File: src/rtl/proxy_shift_scheduler_if.sv
// Handshake and row-control bundle between the reconfiguration requester/feed and the proxy shift scheduler.
interface proxy_shift_scheduler_if #(
  parameter int NUM_ROWS = 4
);
  logic [NUM_ROWS-1:0] fault_map;
  logic                cfg_req;
  logic                cfg_ack;
  logic                cfg_err;
  logic                feed_valid;
  logic                feed_ready;
  logic                stall;
  logic [NUM_ROWS-1:0] shift_en;
  logic                busy;
  logic [1:0]          state;

  modport master (
    output fault_map, cfg_req, feed_valid,
    input  cfg_ack, cfg_err, feed_ready, stall, shift_en, busy, state
  );

  modport slave (
    input  fault_map, cfg_req, feed_valid,
    output cfg_ack, cfg_err, feed_ready, stall, shift_en, busy, state
  );
endinterface

File: src/rtl/proxy_shift_scheduler.sv
// Proxy row shift-enable scheduler: applies a BIST fault map via a hold/load/settle sequence.
// Optional PROXY_SHIFT_STATS_EN adds stall_cycles and reconfig_count statistics outputs.
//
// state  | meaning
// RUN    | normal streaming, accepts cfg_req
// HOLD   | feed throttled, chain stalled before the mask change
// LOAD   | chain stalled, new shift_en mask applied (or rejected)
// SETTLE | chain unstalled for FLUSH_CYCLES bubbles, feed still held off
module proxy_shift_scheduler #(
  parameter int NUM_ROWS     = 4,
  parameter int MAX_FAULTS   = 1,
  parameter int FLUSH_CYCLES = 2,
  parameter int CNT_W        = 4
) (
  input  logic clk,
  input  logic rst_n,
`ifdef PROXY_SHIFT_STATS_EN
  output logic [15:0] stall_cycles,
  output logic [7:0]  reconfig_count,
`endif
  proxy_shift_scheduler_if.slave bus
);

  typedef enum logic [1:0] {
    RUN    = 2'd0,
    HOLD   = 2'd1,
    LOAD   = 2'd2,
    SETTLE = 2'd3
  } state_t;

  state_t              st;
  logic [NUM_ROWS-1:0] pending;
  logic [NUM_ROWS-1:0] shift_en_q;
  logic [NUM_ROWS-1:0] prefix_or;
  logic [CNT_W-1:0]    settle_cnt;
  logic                cfg_ack_q;
  logic                cfg_err_q;
  logic                mask_ok;

  // Every row at or above the lowest faulty row shifts toward its proxy.
  always_comb begin
    logic acc;
    acc       = 1'b0;
    prefix_or = '0;
    for (int r = 0; r < NUM_ROWS; r++) begin
      acc          = acc | pending[r];
      prefix_or[r] = acc;
    end
  end

  assign mask_ok = ($countones(pending) <= MAX_FAULTS);

  always_ff @(posedge clk or negedge rst_n) begin
    if (!rst_n) begin
      st         <= RUN;
      pending    <= '0;
      shift_en_q <= '0;
      settle_cnt <= '0;
      cfg_ack_q  <= 1'b0;
      cfg_err_q  <= 1'b0;
    end else begin
      cfg_ack_q <= 1'b0;
      case (st)
        RUN: begin
          if (bus.cfg_req) begin
            pending <= bus.fault_map;
            st      <= HOLD;
          end
        end
        HOLD: st <= LOAD;
        LOAD: begin
          if (mask_ok) begin
            shift_en_q <= prefix_or;
            cfg_err_q  <= 1'b0;
          end else begin
            cfg_err_q  <= 1'b1;
          end
          settle_cnt <= CNT_W'(FLUSH_CYCLES - 1);
          st         <= SETTLE;
        end
        SETTLE: begin
          if (settle_cnt == '0) begin
            st        <= RUN;
            cfg_ack_q <= 1'b1;
          end else begin
            settle_cnt <= settle_cnt - 1'b1;
          end
        end
        default: st <= RUN;
      endcase
    end
  end

  assign bus.state      = st;
  assign bus.shift_en   = shift_en_q;
  assign bus.cfg_ack    = cfg_ack_q;
  assign bus.cfg_err    = cfg_err_q;
  assign bus.feed_ready = (st == RUN);
  assign bus.busy       = (st != RUN);
  assign bus.stall      = (st == RUN) ? ~bus.feed_valid : (st == HOLD || st == LOAD);

`ifdef PROXY_SHIFT_STATS_EN
  always_ff @(posedge clk or negedge rst_n) begin
    if (!rst_n) begin
      stall_cycles   <= '0;
      reconfig_count <= '0;
    end else begin
      if (bus.stall && stall_cycles != 16'hFFFF)
        stall_cycles <= stall_cycles + 16'd1;
      if (cfg_ack_q)
        reconfig_count <= reconfig_count + 8'd1;
    end
  end
`endif

endmodule
File: src/flat_wrapper.sv
// flat-port wrapper written by rule: the top's interface ports become plain ports
module proxy_shift_scheduler_flat 
#(
  parameter int NUM_ROWS     = 4,
  parameter int MAX_FAULTS   = 1,
  parameter int FLUSH_CYCLES = 2,
  parameter int CNT_W        = 4
)
  (clk, rst_n, bus_fault_map, bus_cfg_req, bus_feed_valid, bus_cfg_ack, bus_cfg_err, bus_feed_ready, bus_stall, bus_shift_en, bus_busy, bus_state);
  proxy_shift_scheduler_if #(.NUM_ROWS(NUM_ROWS)) bus_i ();
  input  logic clk;
  input  logic rst_n;
  input wire logic [$bits(bus_i.fault_map)-1:0] bus_fault_map;
  input wire logic [$bits(bus_i.cfg_req)-1:0] bus_cfg_req;
  input wire logic [$bits(bus_i.feed_valid)-1:0] bus_feed_valid;
  output wire logic [$bits(bus_i.cfg_ack)-1:0] bus_cfg_ack;
  output wire logic [$bits(bus_i.cfg_err)-1:0] bus_cfg_err;
  output wire logic [$bits(bus_i.feed_ready)-1:0] bus_feed_ready;
  output wire logic [$bits(bus_i.stall)-1:0] bus_stall;
  output wire logic [$bits(bus_i.shift_en)-1:0] bus_shift_en;
  output wire logic [$bits(bus_i.busy)-1:0] bus_busy;
  output wire logic [$bits(bus_i.state)-1:0] bus_state;
  assign bus_i.fault_map = bus_fault_map;
  assign bus_i.cfg_req = bus_cfg_req;
  assign bus_i.feed_valid = bus_feed_valid;
  assign bus_cfg_ack = bus_i.cfg_ack;
  assign bus_cfg_err = bus_i.cfg_err;
  assign bus_feed_ready = bus_i.feed_ready;
  assign bus_stall = bus_i.stall;
  assign bus_shift_en = bus_i.shift_en;
  assign bus_busy = bus_i.busy;
  assign bus_state = bus_i.state;
  proxy_shift_scheduler #(.NUM_ROWS(NUM_ROWS), .MAX_FAULTS(MAX_FAULTS), .FLUSH_CYCLES(FLUSH_CYCLES), .CNT_W(CNT_W)) u_core (.clk(clk), .rst_n(rst_n), .bus(bus_i));
endmodule
File: config.mk
export PLATFORM = sky130hd
export DESIGN_NAME = proxy_shift_scheduler_flat
export DESIGN_NICKNAME = d
export VERILOG_FILES = /design/src/rtl/proxy_shift_scheduler_if.sv /design/src/rtl/proxy_shift_scheduler.sv /design/src/flat_wrapper.sv
export SDC_FILE = /design/constraint.sdc
export NUM_CORES = 1
export LEC_CHECK = 0
export CAP_MARGIN = 25
export CORE_AREA = 2 2 49 51
export CTS_BUF_LIST = sky130_fd_sc_hd__clkbuf_2 sky130_fd_sc_hd__clkbuf_4 sky130_fd_sc_hd__clkbuf_8
export CTS_CLUSTER_DIAMETER = 200
export CTS_CLUSTER_SIZE = 28
export DETAILED_ROUTE_END_ITERATION = 10
export DIE_AREA = 0 0 51 53
export MAX_ROUTING_LAYER = met4
export PLACE_DENSITY = 0.75
export SLEW_MARGIN = 20
export SYNTH_ARGS = -nofsm -noshare
export SYNTH_HDL_FRONTEND = slang
export SYNTH_SLANG_ARGS = --single-unit
File: constraint.sdc
create_clock -name clk -period 1.8 [get_ports clk]
set_input_delay 0.36 -clock clk [delete_from_list [all_inputs] [get_ports clk]]
set_output_delay 0.36 -clock clk [all_outputs]
set_load 0.01 [all_outputs]
# After elaboration in Yosys (flattened, before gate mapping)
# Cells that the tools add are included.
classes:
  bitwise: 4
  n_eq_ne: 6
  order_cmp: 1
  n_mux: 9
  n_reduce_logical: 9
  n_addsub: 4
op_table:
  columns: ["cell", "count"]
  rows:
  - ["$add 32x32->32", 1]
  - ["$le 32x2->1 const B", 1]
  - ["$pmux 2 s4", 1]
  - ["$pmux 4 s2", 1]
  - ["$reduce_and 2->1", 4]
  - ["$add 1x1->2", 2]
  - ["$eq 2x2->1 const B", 2]
  - ["$logic_not 4->1", 1]
  - ["$mux 1", 4]
  - ["$mux 2", 2]
  - ["$mux 4", 1]
  - ["$ne 2x2->1 const B", 2]
  - ["$reduce_bool 2->1", 2]
  - ["$sub 4x1->4 const B", 1]
  - ["$or 1x1->1", 3]
  - ["$eq 2x1->1 const B", 1]
  - ["$logic_not 2->1", 1]
  - ["$ne 2x1->1 const B", 1]
  - ["$logic_or 1x1->1", 1]
  - ["$not 1->1", 1]
word_totals:
  output_inout_bits: 11
  wordCells: 39
  in_bits: 8
  regBits: 16

# Logic depth before layout (Yosys ltp)
depth:
  depth_word: 4
  mapped_depth: 8
  depth_no_buf: 8

# Least setup slack after synthesis
# No wires, ideal clock.
synth_timing:
  path_type: "flip-flop to flip-flop"
  from: "register u_core.pending[0]"
  to: "register u_core.shift_en_q[2] (netlist: u_core.bus.shift_en[2])"
  n_path_buf: 0
  arrival_time_ns: 1.588
  slack_ns: 0.084
  synth_period_minus_slack_ns: 1.716
  stages_incl_launch_ff: 9
  t_required_ns: 1.672
  setup_time_ns: 0.128
  path_cell_list: "dfrtp_1 inv_1 ha_1 ha_1 inv_1 fa_1 nand3_2 nand2_1 o21ai_0"
synth_via:
  elab_chain_cells: 4
  elab_cells_between_ends: 6
  cone_classes: "add/sub: 2; order compare: 1; bitwise: 2; reduce/logical: 1"
synth_rtl:
  columns: ["element", "line", "text"]
  rows:
  - ["start: declaration", "proxy_shift_scheduler.sv:32", "logic [NUM_ROWS-1:0] pending;"]
  - ["start signal: assignment", "proxy_shift_scheduler.sv:66", "pending <= bus.fault_map;"]
  - ["$add 1x1->2 (not written as such)", "proxy_shift_scheduler.sv:51", "assign mask_ok = ($countones(pending) <= MAX_FAULTS);"]
  - ["$add 32x32->32 (not written as such)", "proxy_shift_scheduler.sv:51", null]
  - ["$le 32x2->1", "proxy_shift_scheduler.sv:51", null]
  - ["$reduce_and 2->1 (no source line)", null, null]
  - ["end signal: assignment", "proxy_shift_scheduler.sv:73", "shift_en_q <= prefix_or;"]
  - ["end: declaration", "proxy_shift_scheduler.sv:33", "logic [NUM_ROWS-1:0] shift_en_q;"]
# Parallel ways exist; a longest one is shown, timed or not.
# A chain may end at the register's enable or synchronous reset.

# Worst setup path after layout
layout_timing:
  from: "register u_core.pending[0]"
  to: "register u_core.shift_en_q[0] (netlist: u_core.bus.shift_en[0])"
# Same word-level chain as after synthesis.

==> impl_metrics.prom <==
# TYPE chip_impl_metric gauge
chip_impl_info{name="status",value="finished, violations left"} 1
chip_impl_info{name="violated_checks",value="setup timing"} 1
chip_impl_metric{name="max_slew_headroom",unit=""} 0.756
chip_impl_info{name="tritoncts",value="done"} 1
chip_impl_metric{name="mappedNetlistArea",unit="um2"} 866
chip_impl_metric{name="final.period_utilization",unit=""} 1.00
chip_impl_info{name="ys_top_cells_by_area",value="sky130_fd_sc_hd__dfrtp_1, sky130_fd_sc_hd__ha_1, sky130_fd_sc_hd__mux2_2"} 1
chip_impl_metric{name="wl_per_cell",unit="um"} 11.4
chip_impl_info{name="most-common-layout-cells",value="sky130_fd_sc_hd__dfrtp_1, sky130_fd_sc_hd__clkdlybuf4s50_1, sky130_fd_sc_hd__buf_4, sky130_fd_sc_hd__inv_1, sky130_fd_sc_hd__nand2_1"} 1
chip_impl_metric{name="critPathArrivalTime",unit="ns"} 1.98
chip_impl_metric{name="maxCapViolations",unit=""} 0
chip_impl_metric{name="antenna_cells",unit=""} 0
chip_impl_metric{name="worst_clock_skew",unit="ns"} 0.00597
chip_impl_metric{name="die-height",unit="um"} 53
chip_impl_info{name="critical_path.cell_chain",value="inv_2, ha_4, ha_2, inv_2, fa_2, nand3_2, nand2_1, o21ai_1"} 1
chip_impl_metric{name="switching_share_of_total_power",unit=""} 0.389
chip_impl_metric{name="timing.setup.tns",unit="ns"} -0.00281
chip_impl_metric{name="detailedPlacementHpwl",unit="um"} 1260
chip_impl_metric{name="syn2layout_area_growth",unit="%"} 41.5
chip_impl_metric{name="number_of_enable_type_register_cells_in_the_synthesized_netlist",unit=""} 0
chip_impl_metric{name="cp_slowest_stage_delay",unit="ns"} 0.57
chip_impl_metric{name="hold_bufs_at_cts",unit=""} 0
chip_impl_metric{name="grt_usage",unit=""} 0.141
chip_impl_metric{name="drv_slew",unit=""} 0
chip_impl_metric{name="timing.final.crit_period",unit="ns"} 1.80
chip_impl_metric{name="cell_variety_after_synth",unit=""} 26
chip_impl_metric{name="first_pass_iters",unit=""} 4
chip_impl_metric{name="postSynth.asyncResetShare",unit=""} 1.00
chip_impl_metric{name="grt_max_degree",unit=""} 17
chip_impl_info{name="critical_path.top_delay_family",value="adder cells"} 1
chip_impl_metric{name="numCtsBuffers",unit=""} 3
chip_impl_metric{name="syn-mean-instance-area",unit="um2"} 11.4
chip_impl_info{name="cts_root_buffer",value="sky130_fd_sc_hd__clkbuf_4"} 1
chip_impl_metric{name="sequential_cell_area",unit="um2"} 400
chip_impl_metric{name="vias",unit=""} 670
chip_impl_metric{name="numClockSinks",unit=""} 16
chip_impl_info{name="worstHoldPathType",value="in -> async"} 1
chip_impl_metric{name="grt_pass1_vias",unit=""} 644
chip_impl_metric{name="setup_viol",unit=""} 1
chip_impl_metric{name="clockPowerShare",unit=""} 0.077
chip_impl_metric{name="clock_tree.htree_level_count",unit=""} 1
chip_impl_info{name="crit_path_frequent_cell",value="sky130_fd_sc_hd__inv_2"} 1
chip_impl_metric{name="core.rowCount",unit=""} 17
chip_impl_metric{name="multi_input_comb_area",unit="um2"} 458
chip_impl_metric{name="pre_cts_ws",unit="ns"} 0.0104
chip_impl_metric{name="clk_latency",unit="ns"} 0.29
chip_impl_metric{name="antenna_found_initial",unit=""} 0
chip_impl_metric{name="route.detailed.vias_per_inst",unit=""} 4.86
chip_impl_info{name="worst_path_max_delay_cell",value="sky130_fd_sc_hd__fa_2"} 1
chip_impl_metric{name="postLayoutSetupSlackWorst",unit="ns"} -0.00281
chip_impl_info{name="synthFlopType",value="sky130_fd_sc_hd__dfrtp_1"} 1
chip_impl_info{name="cp-end-kind",value="register"} 1
chip_impl_metric{name="worst-path-buf-inv",unit=""} 2
chip_impl_metric{name="power.net_switching",unit="uW"} 939
chip_impl_metric{name="cp.required",unit="ns"} 1.98
chip_impl_metric{name="ys_warn_count",unit=""} 0
chip_impl_metric{name="route.final.wire_length",unit="um"} 1580
chip_impl_metric{name="timing_worst_slew_pin_value",unit="ns"} 0.366
chip_impl_metric{name="fillers",unit=""} 191
chip_impl_metric{name="grt_overflow_total",unit=""} 0
chip_impl_info{name="yosysTopAreaCell",value="sky130_fd_sc_hd__dfrtp_1"} 1
chip_impl_metric{name="clock_transition_at_path_regs",unit="ns"} 0.09
chip_impl_info{name="rsz0062_at_grt",value="true"} 1
chip_impl_info{name="layout.cells.most_common",value="sky130_fd_sc_hd__dfrtp_1"} 1
chip_impl_metric{name="cp_max_fo",unit=""} 4
chip_impl_info{name="critical_path.startpoint_type",value="register"} 1
chip_impl_metric{name="cellPowerDensity",unit="nW/um2"} 1970
chip_impl_metric{name="grt_pass1_wl",unit="um"} 2640
chip_impl_metric{name="drt.antenna.violating_nets",unit=""} 0
chip_impl_metric{name="clock.fmax",unit="MHz"} 555
chip_impl_metric{name="fp.dieArea",unit="um2"} 2700
chip_impl_metric{name="vdd_ir_drop_max",unit="mV"} 0.952
chip_impl_metric{name="route.detailed.drc",unit=""} 0
chip_impl_metric{name="synth_sequential_area_ratio",unit=""} 0.462
chip_impl_metric{name="gp_congestion",unit=""} 0.723
chip_impl_metric{name="ys_ff_latch",unit=""} 16
chip_impl_metric{name="detailedRoute.firstIterationViolations",unit=""} 6
chip_impl_metric{name="netlist_instances",unit=""} 76
chip_impl_metric{name="port_buffer_count",unit=""} 18
chip_impl_metric{name="cellInternalPower",unit="uW"} 1480
chip_impl_metric{name="power.share.combinational",unit=""} 0.651
chip_impl_metric{name="drive_above_1_share",unit=""} 0.318
chip_impl_metric{name="nNetsFinal",unit=""} 129
chip_impl_metric{name="die_width",unit="um"} 51
chip_impl_metric{name="ctsLongestPathBuffers",unit=""} 2
chip_impl_metric{name="share_seq_of_total_power",unit=""} 0.273
chip_impl_metric{name="coreArea",unit="um2"} 2150
chip_impl_metric{name="fin_total_pwr",unit="uW"} 2420
chip_impl_info{name="critPathKind",value="reg -> reg"} 1
chip_impl_metric{name="hold_viol",unit=""} 0
chip_impl_metric{name="starting_utilization_of_the_core_area",unit=""} 0.403
chip_impl_metric{name="leakage",unit="uW"} 0.000567
chip_impl_metric{name="ioPinCount",unit=""} 19
chip_impl_metric{name="synth_top_area_share",unit=""} 0.462
chip_impl_metric{name="synth.net_count",unit=""} 93
-- power groups by stage --
stage          logic (uW)  clock network, uW  registers [uW]
2_1_floorplan         793                  0             708
3_3_place_gp         1380                  0             656
3_5_place_dp         1430                  0             664
4_1_cts              1450                193             657
5_1_grt              1750                207             681
6_report             1570                185             658
-- state kept, by name, indices dropped and copies added (netlist names) --
signal / flops
u_core.pending: 4
u_core.settle_cnt: 4
u_core.bus.state: 2
u_core.bus.cfg_ack: 1
u_core.bus.shift_en: 4
u_core.bus.cfg_err: 1
-- what timing repair did --
action | CTS | global route
gates cloned | 0 | 1
gates resized for setup | 6 | 11
pin swaps | 0 | 8
setup endpoints to repair | 4 | 7
buffers inserted | 0 | 2
-- per-layer routing --
metal	vias to the layer above	wire [um]	track usage
met5	-	0	-
met4	0	48	0.126
met3	5	48	0.0141
met2	15	813	0.242
met1	320	666	0.144
li1	330	-	-
-- cells in the mapped netlist, types with 2 or more instances --
master,count
sky130_fd_sc_hd__dfrtp_1,16
sky130_fd_sc_hd__ha_1,8
sky130_fd_sc_hd__inv_1,11
sky130_fd_sc_hd__mux2_2,4
sky130_fd_sc_hd__mux2i_1,4
sky130_fd_sc_hd__nand2_1,8
sky130_fd_sc_hd__nor2_1,2
sky130_fd_sc_hd__nor2b_1,2
sky130_fd_sc_hd__o21ai_0,2
sky130_fd_sc_hd__o21ai_1,3
-- per-stage QoR --
| stage | hold WS (ns) | utilization | std cells | instance area [um2] |
|---|---|---|---|---|
| final | 0.389 | 0.570 | 138 | 1220 |
| after global routing | 0.401 | 0.570 | 138 | 1220 |
| after CTS | 0.386 | 0.552 | 135 | 1180 |
| after detailed placement | 0.470 | 0.538 | 132 | 1160 |
| after global placement | 0.461 | 0.538 | 132 | 1160 |
| after floorplan | 0.0644 | - | 76 | 866 |
-- final cells by class --
| cell class | instances | share of cell area |
|---|---|---|
| multi-input combinational | 49 | 0.374 |
| clock buffer | 3 | 0.0184 |
| timing repair buffer | 30 | 0.216 |
| sequential | 16 | 0.327 |
| tap | 28 | 0.0286 |
| inverter | 12 | 0.0368 |
-- final timing paths --
path,cells past startpoint,slack [ns],to,startpoint
max in group asynchronous,2,1.23,u_core.pending[2],rst_n
hold / removal,2,0.39,u_core.settle_cnt[1],rst_n
min in group clk,1,0.48,u_core.bus.cfg_err,u_core.bus.cfg_err
hold reg to reg,1,0.48,u_core.bus.cfg_err,u_core.bus.cfg_err
setup / recovery,8,-0.003,u_core.bus.shift_en[0],u_core.pending[0]
setup reg to reg,8,-0.003,u_core.bus.shift_en[0],u_core.pending[0]
-- cell families after synthesis --
group | after synthesis | synth area share
buf+inv | 12 | 0.0520
simple gates | 20 | 0.152
compound gates | 11 | 0.0968
mux | 8 | 0.0983
fa+ha+maj | 9 | 0.139
flops | 16 | 0.462
-- worst register-to-register path, cell delays in order, from the launching register on --
cell and delay, ns:
sky130_fd_sc_hd__dfrtp_1 0.37, sky130_fd_sc_hd__inv_2 0.06, sky130_fd_sc_hd__ha_4 0.25, sky130_fd_sc_hd__ha_2 0.16, sky130_fd_sc_hd__inv_2 0.04, sky130_fd_sc_hd__fa_2 0.57
sky130_fd_sc_hd__nand3_2 0.11, sky130_fd_sc_hd__nand2_1 0.08, sky130_fd_sc_hd__o21ai_1 0.05
Note: power is estimated with default switching activity, not from simulation.
